===== src/rtl/xillybus_spi_bridge_if.sv =====
// ---------------------------------------------------------------------------
// xillybus_spi_bridge_if
//
// Purpose: bundles the Xillybus user-side stream pair for the "spi" device
// file. The write stream carries command words from the host into the
// bridge. The read stream carries response words from the bridge back to
// the host.
//
// Signals:
//   user_w_write_spi_data_w   command word from the host
//   user_w_write_spi_wren_w   write strobe
//   user_w_write_spi_open_w   host has the write file open
//   user_w_write_spi_full_w   bridge TX FIFO full
//   user_r_read_spi_rden_w    read strobe
//   user_r_read_spi_open_w    host has the read file open
//   user_r_read_spi_data_w    response word
//   user_r_read_spi_empty_w   bridge RX FIFO empty
//   user_r_read_spi_eof_w     end of stream
//
// Modports:
//   master  the core side, which drives the strobes and open flags
//   slave   the bridge side, which drives full, data, empty and eof
// ---------------------------------------------------------------------------
interface xillybus_spi_bridge_if;
  logic [31:0] user_w_write_spi_data_w;
  logic        user_w_write_spi_wren_w;
  logic        user_w_write_spi_open_w;
  logic        user_w_write_spi_full_w;
  logic        user_r_read_spi_rden_w;
  logic        user_r_read_spi_open_w;
  logic [31:0] user_r_read_spi_data_w;
  logic        user_r_read_spi_empty_w;
  logic        user_r_read_spi_eof_w;

  modport master (
    output user_w_write_spi_data_w, user_w_write_spi_wren_w,
           user_w_write_spi_open_w, user_r_read_spi_rden_w,
           user_r_read_spi_open_w,
    input  user_w_write_spi_full_w, user_r_read_spi_data_w,
           user_r_read_spi_empty_w, user_r_read_spi_eof_w
  );

  modport slave (
    input  user_w_write_spi_data_w, user_w_write_spi_wren_w,
           user_w_write_spi_open_w, user_r_read_spi_rden_w,
           user_r_read_spi_open_w,
    output user_w_write_spi_full_w, user_r_read_spi_data_w,
           user_r_read_spi_empty_w, user_r_read_spi_eof_w
  );
endinterface


===== src/rtl/xillybus_spi_bridge.sv =====
// ---------------------------------------------------------------------------
// xillybus_spi_bridge
//
// Purpose: the user-side endpoint of the Xillybus "spi" stream pair. The
// bridge takes command words from the host, queues them in a TX FIFO, and
// runs each one as an SPI mode-0 byte transfer (MSB first). When a command
// asks for a response, the received byte is queued in an RX FIFO as
// {24'h0, rx_byte}.
//
// Command word layout:
//   [7:0] TX byte
//   [8]   LAST, which releases CS after this byte
//   [9]   NORESP, which discards the received byte
//
// Ports:
//   bus_clk_w      single clock; all logic is on its rising edge
//   trn_reset_n_w  asynchronous, active-low reset
//   bus            Xillybus stream signals (slave modport)
//   spi_sck        SPI clock output
//   spi_cs_n       SPI chip select output
//   spi_mosi       SPI data output
//   spi_miso       SPI data input, double-flop synchronised
//
// Parameters:
//   CLK_DIV     SCK half-period in clock cycles (>= 2)
//   DEPTH_LOG2  log2 of the depth of each FIFO
// ---------------------------------------------------------------------------
module xillybus_spi_bridge #(
  parameter int CLK_DIV    = 4,
  parameter int DEPTH_LOG2 = 4
) (
  input  logic                  bus_clk_w,
  input  logic                  trn_reset_n_w,
  xillybus_spi_bridge_if.slave  bus,
  output logic                  spi_sck,
  output logic                  spi_cs_n,
  output logic                  spi_mosi,
  input  logic                  spi_miso
);

  localparam int DEPTH = 1 << DEPTH_LOG2;
  localparam int DIV_W = $clog2(CLK_DIV);

  typedef logic [DEPTH_LOG2:0]   cnt_t;
  typedef logic [DEPTH_LOG2-1:0] ptr_t;

  typedef enum logic [2:0] {
    IDLE, SETUP, SCK_LO, SCK_HI, NEXT, CS_GAP
  } state_t;

  state_t            state_q, state_d;
  logic [DIV_W-1:0]  div_q, div_d;
  logic [2:0]        bit_cnt_q, bit_cnt_d;
  logic [7:0]        tx_shift_q, tx_shift_d;
  logic [7:0]        rx_shift_q, rx_shift_d;
  logic              last_q, last_d;
  logic              noresp_q, noresp_d;
  logic              inflight_q, inflight_d;
  logic              sck_q, sck_d;
  logic              cs_n_q, cs_n_d;
  logic              mosi_q, mosi_d;
  logic              miso_meta_q, miso_meta_d;
  logic              miso_sync_q, miso_sync_d;
  ptr_t              tx_wr_ptr_q, tx_wr_ptr_d, tx_rd_ptr_q, tx_rd_ptr_d;
  cnt_t              tx_count_q, tx_count_d;
  logic              full_q, full_d;
  ptr_t              rx_wr_ptr_q, rx_wr_ptr_d, rx_rd_ptr_q, rx_rd_ptr_d;
  cnt_t              rx_count_q, rx_count_d;
  logic              empty_q, empty_d;
  logic [31:0]       rdata_q, rdata_d;
  logic              eof_armed_q, eof_armed_d;
  logic              eof_q, eof_d;

  logic [9:0]        tx_mem [DEPTH];
  logic [7:0]        rx_mem [DEPTH];

  logic              tx_wr, tx_rd, rx_push, rx_pop;
  logic              div_end, start_ok, do_start;
  logic [9:0]        tx_head;
  logic [DEPTH_LOG2+1:0] rx_committed;
  logic              unused_cmd_bits;

  // Command bits above NORESP carry no meaning here.
  assign unused_cmd_bits = ^bus.user_w_write_spi_data_w[31:10];

  assign tx_head = tx_mem[tx_rd_ptr_q];
  assign div_end = (div_q == DIV_W'(CLK_DIV - 1));

  // Responses already held plus the one in flight must leave room, so a
  // started transfer always has a free RX slot when its byte completes.
  assign rx_committed = {1'b0, rx_count_q} + {{(DEPTH_LOG2 + 1){1'b0}}, inflight_q};
  assign start_ok = (tx_count_q != '0) &&
                    (tx_head[9] || (rx_committed < (DEPTH_LOG2 + 2)'(DEPTH)));

  // FIFO storage has no reset; only the pointers and counts need one.
  always_ff @(posedge bus_clk_w) begin
    if (tx_wr) tx_mem[tx_wr_ptr_q] <= bus.user_w_write_spi_data_w[9:0];
    if (rx_push) rx_mem[rx_wr_ptr_q] <= rx_shift_q;
  end

  always_comb begin
    state_d     = state_q;
    div_d       = div_q;
    bit_cnt_d   = bit_cnt_q;
    tx_shift_d  = tx_shift_q;
    rx_shift_d  = rx_shift_q;
    last_d      = last_q;
    noresp_d    = noresp_q;
    inflight_d  = inflight_q;
    sck_d       = sck_q;
    cs_n_d      = cs_n_q;
    mosi_d      = mosi_q;
    miso_meta_d = spi_miso;
    miso_sync_d = miso_meta_q;
    tx_rd       = 1'b0;
    rx_push     = 1'b0;
    do_start    = 1'b0;

    case (state_q)
      IDLE: do_start = start_ok;
      SETUP, SCK_LO: begin
        div_d = div_end ? '0 : div_q + 1'b1;
        if (div_end) begin
          sck_d      = 1'b1;
          rx_shift_d = {rx_shift_q[6:0], miso_sync_q};
          state_d    = SCK_HI;
        end
      end
      SCK_HI: begin
        div_d = div_end ? '0 : div_q + 1'b1;
        if (div_end) begin
          sck_d = 1'b0;
          if (bit_cnt_q != 3'd7) begin
            tx_shift_d = {tx_shift_q[6:0], 1'b0};
            mosi_d     = tx_shift_q[6];
            bit_cnt_d  = bit_cnt_q + 3'd1;
            state_d    = SCK_LO;
          end else begin
            state_d = NEXT;
          end
        end
      end
      NEXT: begin
        rx_push    = !noresp_q && bus.user_r_read_spi_open_w;
        inflight_d = 1'b0;
        if (last_q) begin
          cs_n_d  = 1'b1;
          div_d   = '0;
          state_d = CS_GAP;
        end else if (start_ok) begin
          do_start = 1'b1;
        end else begin
          state_d = IDLE;
        end
      end
      CS_GAP: begin
        div_d = div_end ? '0 : div_q + 1'b1;
        if (div_end) state_d = IDLE;
      end
      default: state_d = IDLE;
    endcase

    // Starting a byte is the same whether CS was already low or not.
    if (do_start) begin
      tx_rd      = 1'b1;
      cs_n_d     = 1'b0;
      tx_shift_d = tx_head[7:0];
      mosi_d     = tx_head[7];
      last_d     = tx_head[8];
      noresp_d   = tx_head[9];
      inflight_d = !tx_head[9];
      bit_cnt_d  = '0;
      div_d      = '0;
      state_d    = SETUP;
    end
  end

  // FIFO bookkeeping. Closing the read file flushes the RX side.
  always_comb begin
    tx_wr       = bus.user_w_write_spi_wren_w && !full_q;
    tx_wr_ptr_d = tx_wr_ptr_q + ptr_t'(tx_wr);
    tx_rd_ptr_d = tx_rd_ptr_q + ptr_t'(tx_rd);
    tx_count_d  = tx_count_q + cnt_t'(tx_wr) - cnt_t'(tx_rd);
    full_d      = (tx_count_d == cnt_t'(DEPTH));

    rx_pop  = bus.user_r_read_spi_rden_w && !empty_q && bus.user_r_read_spi_open_w;
    rdata_d = rx_pop ? {24'h0, rx_mem[rx_rd_ptr_q]} : rdata_q;
    if (!bus.user_r_read_spi_open_w) begin
      rx_wr_ptr_d = '0;
      rx_rd_ptr_d = '0;
      rx_count_d  = '0;
    end else begin
      rx_wr_ptr_d = rx_wr_ptr_q + ptr_t'(rx_push);
      rx_rd_ptr_d = rx_rd_ptr_q + ptr_t'(rx_pop);
      rx_count_d  = rx_count_q + cnt_t'(rx_push) - cnt_t'(rx_pop);
    end
    empty_d = (rx_count_d == '0);

    eof_armed_d = eof_armed_q || bus.user_w_write_spi_open_w;
    eof_d = eof_armed_q && !bus.user_w_write_spi_open_w && (tx_count_q == '0) &&
            (state_q == IDLE) && cs_n_q && (rx_count_q == '0);
  end

  always_ff @(posedge bus_clk_w or negedge trn_reset_n_w) begin
    if (!trn_reset_n_w) begin
      state_q     <= IDLE;
      div_q       <= '0;
      bit_cnt_q   <= '0;
      tx_shift_q  <= '0;
      rx_shift_q  <= '0;
      last_q      <= 1'b0;
      noresp_q    <= 1'b0;
      inflight_q  <= 1'b0;
      sck_q       <= 1'b0;
      cs_n_q      <= 1'b1;
      mosi_q      <= 1'b0;
      miso_meta_q <= 1'b0;
      miso_sync_q <= 1'b0;
      tx_wr_ptr_q <= '0;
      tx_rd_ptr_q <= '0;
      tx_count_q  <= '0;
      full_q      <= 1'b0;
      rx_wr_ptr_q <= '0;
      rx_rd_ptr_q <= '0;
      rx_count_q  <= '0;
      empty_q     <= 1'b1;
      rdata_q     <= '0;
      eof_armed_q <= 1'b0;
      eof_q       <= 1'b0;
    end else begin
      state_q     <= state_d;
      div_q       <= div_d;
      bit_cnt_q   <= bit_cnt_d;
      tx_shift_q  <= tx_shift_d;
      rx_shift_q  <= rx_shift_d;
      last_q      <= last_d;
      noresp_q    <= noresp_d;
      inflight_q  <= inflight_d;
      sck_q       <= sck_d;
      cs_n_q      <= cs_n_d;
      mosi_q      <= mosi_d;
      miso_meta_q <= miso_meta_d;
      miso_sync_q <= miso_sync_d;
      tx_wr_ptr_q <= tx_wr_ptr_d;
      tx_rd_ptr_q <= tx_rd_ptr_d;
      tx_count_q  <= tx_count_d;
      full_q      <= full_d;
      rx_wr_ptr_q <= rx_wr_ptr_d;
      rx_rd_ptr_q <= rx_rd_ptr_d;
      rx_count_q  <= rx_count_d;
      empty_q     <= empty_d;
      rdata_q     <= rdata_d;
      eof_armed_q <= eof_armed_d;
      eof_q       <= eof_d;
    end
  end

  assign spi_sck  = sck_q;
  assign spi_cs_n = cs_n_q;
  assign spi_mosi = mosi_q;

  assign bus.user_w_write_spi_full_w  = full_q;
  assign bus.user_r_read_spi_data_w   = rdata_q;
  assign bus.user_r_read_spi_empty_w  = empty_q;
  assign bus.user_r_read_spi_eof_w    = eof_q;

endmodule


===== src/flat_wrapper.sv =====
// flat-port wrapper written by rule: the top's interface ports become plain ports
module xillybus_spi_bridge_flat 
#(
  parameter int CLK_DIV    = 4,
  parameter int DEPTH_LOG2 = 4
)
  (bus_clk_w, trn_reset_n_w, spi_sck, spi_cs_n, spi_mosi, spi_miso, bus_user_w_write_spi_data_w, bus_user_w_write_spi_wren_w, bus_user_w_write_spi_open_w, bus_user_r_read_spi_rden_w, bus_user_r_read_spi_open_w, bus_user_w_write_spi_full_w, bus_user_r_read_spi_data_w, bus_user_r_read_spi_empty_w, bus_user_r_read_spi_eof_w);
  xillybus_spi_bridge_if bus_i ();
  input  logic bus_clk_w;
  input  logic trn_reset_n_w;
  output logic spi_sck;
  output logic spi_cs_n;
  output logic spi_mosi;
  input  logic spi_miso;
  input wire logic [$bits(bus_i.user_w_write_spi_data_w)-1:0] bus_user_w_write_spi_data_w;
  input wire logic [$bits(bus_i.user_w_write_spi_wren_w)-1:0] bus_user_w_write_spi_wren_w;
  input wire logic [$bits(bus_i.user_w_write_spi_open_w)-1:0] bus_user_w_write_spi_open_w;
  input wire logic [$bits(bus_i.user_r_read_spi_rden_w)-1:0] bus_user_r_read_spi_rden_w;
  input wire logic [$bits(bus_i.user_r_read_spi_open_w)-1:0] bus_user_r_read_spi_open_w;
  output wire logic [$bits(bus_i.user_w_write_spi_full_w)-1:0] bus_user_w_write_spi_full_w;
  output wire logic [$bits(bus_i.user_r_read_spi_data_w)-1:0] bus_user_r_read_spi_data_w;
  output wire logic [$bits(bus_i.user_r_read_spi_empty_w)-1:0] bus_user_r_read_spi_empty_w;
  output wire logic [$bits(bus_i.user_r_read_spi_eof_w)-1:0] bus_user_r_read_spi_eof_w;
  assign bus_i.user_w_write_spi_data_w = bus_user_w_write_spi_data_w;
  assign bus_i.user_w_write_spi_wren_w = bus_user_w_write_spi_wren_w;
  assign bus_i.user_w_write_spi_open_w = bus_user_w_write_spi_open_w;
  assign bus_i.user_r_read_spi_rden_w = bus_user_r_read_spi_rden_w;
  assign bus_i.user_r_read_spi_open_w = bus_user_r_read_spi_open_w;
  assign bus_user_w_write_spi_full_w = bus_i.user_w_write_spi_full_w;
  assign bus_user_r_read_spi_data_w = bus_i.user_r_read_spi_data_w;
  assign bus_user_r_read_spi_empty_w = bus_i.user_r_read_spi_empty_w;
  assign bus_user_r_read_spi_eof_w = bus_i.user_r_read_spi_eof_w;
  xillybus_spi_bridge #(.CLK_DIV(CLK_DIV), .DEPTH_LOG2(DEPTH_LOG2)) u_core (.bus_clk_w(bus_clk_w), .trn_reset_n_w(trn_reset_n_w), .bus(bus_i), .spi_sck(spi_sck), .spi_cs_n(spi_cs_n), .spi_mosi(spi_mosi), .spi_miso(spi_miso));
endmodule

===== config.mk =====
export PLATFORM = sky130hd
export DESIGN_NAME = xillybus_spi_bridge_flat
export DESIGN_NICKNAME = d
export VERILOG_FILES = /design/src/rtl/xillybus_spi_bridge_if.sv /design/src/rtl/xillybus_spi_bridge.sv /design/src/flat_wrapper.sv
export SDC_FILE = /design/constraint.sdc
export NUM_CORES = 1
export LEC_CHECK = 0
export ABC_AREA = 0
export BUFFER_PORTS_ARGS = -buffer_cell sky130_fd_sc_hd__buf_2
export CAP_MARGIN = 10
export CORE_MARGIN = 10
export CORE_UTILIZATION = 45
export DETAILED_ROUTE_END_ITERATION = 8
export SETUP_SLACK_MARGIN = 0.15
export SKIP_LAST_GASP = 1
export SLEW_MARGIN = 10
export SYNTH_ARGS = -nofsm -noshare
export SYNTH_HDL_FRONTEND = slang
export SYNTH_SLANG_ARGS = --single-unit

===== constraint.sdc =====
create_clock -name bus_clk_w -period 8 [get_ports bus_clk_w]
set_input_delay 1.6 -clock bus_clk_w [delete_from_list [all_inputs] [get_ports bus_clk_w]]
set_output_delay 1.6 -clock bus_clk_w [all_outputs]
set_load 0.005 [all_outputs]

==> flow_metrics.env <==
export IMPL_status="finished clean"
export IMPL_drt_wl_total_um=28820
export IMPL_skew_ps=18.64
export IMPL_max_slew_margin_rel_pct=17.48
export IMPL_setup_worst_path_start_class="register"
export IMPL_yosysTopAreaCellShare_pct=59.81
export IMPL_synth_edf_count=288
export IMPL_critPathCaptureType="register"
export IMPL_grt_max_degree=70
export IMPL_clkSlewWorstSetupHoldPaths_ps=60
export IMPL_fin_util_pct=51.41
export IMPL_clock_path_buffers=3
export IMPL_io_buffers=30
export IMPL_ys_top_cells_by_area="edfxtp_1 60%, dfrtp_1 12%, mux4_2 9.2%"
export IMPL_fp_dieArea_um2=39700
export IMPL_num_vias=7102
export IMPL_ctsRootBufferMaster="clkbuf_16"
export IMPL_detailed_place_hpwl_um=17990
export IMPL_tns_ps=0
export IMPL_hp_start="u_core.miso_meta_q"
export IMPL_drive_above_1_share_pct=21.64
export IMPL_p_leak_nw=5.791
export IMPL_path_class="register to register"
export IMPL_pin_count=77
export IMPL_finalSetupViolations=0
export IMPL_async_reset_ff_share_pct=19.33
export IMPL_setup_ws_ps=3553
export IMPL_grt_pass1_wl_um=45050
export IMPL_post_route_period_util_pct=55.59
export IMPL_syn_area_per_cell_um2=18.23
export IMPL_cts_sinks=357
export IMPL_routed_via_density=5.548
export IMPL_wire_per_inst_um=22.51
export IMPL_grt_ovfl_total=0
export IMPL_synth_cell_types=59
export IMPL_cpLargestDelayFamily="multiplexers"
export IMPL_ff2ff_path_depth=13
export IMPL_dr_pass1_iters=4
export IMPL_clock_latency_ps=520
export IMPL_n_fill_cell=2517
export IMPL_synth_top_cell_by_area="edfxtp_1"
export IMPL_fin_nets=914
export IMPL_tightest_slew_ps=1233
export IMPL_grt_pass1_vias=7686
export IMPL_row_count=65
export IMPL_syn_inst=793
export IMPL_cts_tree="done"
export IMPL_timing_fmax_mhz=224.9
export IMPL_path_depth=13
export IMPL_min_path_type="register to register"
export IMPL_worstPathArrival_ps=4860
export IMPL_antenna_cells=0
export IMPL_core_area_um2=31640
export IMPL_cpMaxStageDelayCell="dfrtp_1"
export IMPL_cts_resized=0
export IMPL_fin_crit_ps=4447
export IMPL_start_util_pct=45.70
export IMPL_p_per_area_nw_per_um2=329.1
export IMPL_cts_buffers=39
export IMPL_path_buf_inv=2
export IMPL_crit_fanout=19
export IMPL_drt_initial_drc_count=466
export IMPL_synthesis_area_um2=14460
export IMPL_vdd_drop_max_mv=0.1738
export IMPL_finalHoldViolations=0
export IMPL_maxCapViolations=0
export IMPL_ant_nets=0
export IMPL_crit_start="u_core.tx_rd_ptr_q[2]"
export IMPL_grtUsageTotal_pct=14.78
export IMPL_grt_setup_unrepaired="no"
export IMPL_die_y_um=199.3
export IMPL_holdPathStages=0
export IMPL_crit_top_cell="ha_1"
export IMPL_report_final_slew_viol_count=0
export IMPL_areaGrowthSynthToFinish_pct=12.50
export IMPL_cts_hold_buf=0
export IMPL_critical_path_required_ps=8410
export IMPL_rr_startpoint="u_core.tx_rd_ptr_q[2]"
export IMPL_cpPeakStageDelay_ps=890
export IMPL_yosys_warnings=0
export IMPL_chipWidth_um=199.3
export IMPL_htreeDepth=2
export IMPL_antenna_found_initial=1
export IMPL_synth_main_ff_cell="edfxtp_1"
export IMPL_pre_cts_slack_ps=3465
export IMPL_ys_ff_latch=357
export IMPL_path_cells="mux4_1 > mux4_2 > o31ai_2 > bufinv_8 > ha_1 > inv_1 > ha_1 > fa_1 > a21oi_1 > o21bai_1 > xnor2_1 > nand2b_1 > nor4_1"
export IMPL_seq_area_frac_synth_pct=71.77
export IMPL_drc=0
export IMPL_post_cts_buffers=0
export IMPL_globalplace_congestion=0.7784
==> cells in the mapped netlist, types with 5 or more instances <==
master and count:
edfxtp_1 288, dfrtp_1 67, mux4_2 59, mux2i_1 34, nor2_1 32, clkbuf_1 26, ha_1 26, buf_4 25
and2_1 17, inv_1 17, a211oi_1 16, nand2_1 15, o21ai_0 15, a21o_1 12, nor3_1 10, nand2b_1 9
xor2_1 9, a21oi_1 8, mux2_2 8, nand3_1 8, o221ai_1 8, xnor2_1 8, a221o_1 6, a221oi_1 6
buf_1 5, nand3b_1 5, o22ai_1 5
==> per-layer routing <==
layer / global-route usage (%) / routed length, um / part of all wire, % / up-vias
met4: 4.295 / 657 / 2.3 / 2
met2: 25.88 / 15100 / 52 / 135
li1: - / - / - / 3205
met5: 0 / 12 / 0.042 / -
met3: 2.557 / 1169 / 4.1 / 43
met1: 18.38 / 11880 / 41 / 3717
==> layout make-up <==
type | instances | area, um2 | share of cell area [%]
multi-input cells | 380 | 3756 | 23.09
clock buffers | 47 | 1037 | 6.377
inverters | 18 | 81.33 | 0.5000
clock inverters | 25 | 197.7 | 1.215
repair buffers | 51 | 310.3 | 1.908
well taps | 402 | 503.0 | 3.092
flip-flops and latches | 357 | 10380 | 63.82
==> registers in the layout, indices dropped and copies added (netlist names), 2 cells and up <==
name / cells
u_core.tx_wr_ptr_q: 4
u_core.state_q: 3
u_core.tx_shift_q: 7
u_core.bit_cnt_q: 3
u_core.tx_count_q: 5
u_core.bus.user_r_read_spi_data_w: 8
u_core.div_q: 2
u_core.rx_mem: 128
u_core.rx_wr_ptr_q: 4
u_core.tx_mem: 160
u_core.rx_rd_ptr_q: 4
u_core.rx_count_q: 5
u_core.rx_shift_q: 8
u_core.tx_rd_ptr_q: 4
==> layout by cell type, fill, tap and decap left out, types with 5 or more instances in the layout <==
master,n
o21ai_0,15
inv_1,17
clkbuf_16,40
mux4_2,59
o221ai_1,8
xor2_1,9
a21o_1,12
ha_1,26
dfrtp_1,65
nand3b_1,5
buf_4,22
o22ai_1,5
clkinv_2,9
a21oi_1,8
conb_1,24
clkinv_1,7
a221o_1,6
nor3_1,9
nand2b_1,9
nand3_1,8
mux2_2,8
a211oi_1,16
nor2_1,32
and2_1,17
clkbuf_1,6
a221oi_1,6
buf_2,29
nand2_1,15
edfxtp_1,288
mux2i_1,34
xnor2_1,8
==> worst paths after layout <==
path / slack [ps] / to
worst max-delay path: 3550 / u_core.bus.user_w_write_spi_full_w
worst min register to register: 400 / u_core.miso_sync_q
max in group asynchronous: 6130 / u_core.rx_rd_ptr_q[0]
worst min-delay path: 400 / u_core.miso_sync_q
worst max register to register: 3550 / u_core.bus.user_w_write_spi_full_w
min in group asynchronous: 1190 / u_core.tx_wr_ptr_q[1]
==> power breakdown <==
part	switching [W]	internal (W)	leakage, nW
clock network	0.000705	0.000997	0.600
logic	0.000579	0.000548	1.71
registers	0.000219	0.00231	3.48
==> kinds of logic after synthesis <==
kind of cell,count (synthesis),share of synthesized area (%)
buffers and inverters,79,2.882
other,1,0.02594
XOR/XNOR,17,1.030
flip-flops,357,71.77
AO/OA/AOI/OAI,94,4.742
AND/OR/NAND/NOR,111,4.136
adder cells (fa/ha/maj),29,2.596
multiplexers,105,12.82
==> through the flow <==
stage	instance area [um2]	std cells	total power, W	hold slack (ps)
after global placement	15030	1208	0.003648	393.9
final	16270	1280	0.005354	404.3
after floorplan	14550	816	0.003349	331.2
after CTS	16270	1280	0.005416	417.4
after global routing	16270	1280	0.005630	429.1
after detailed placement	15030	1208	0.003712	395.0
Note: power is estimated with default switching activity, not from simulation.
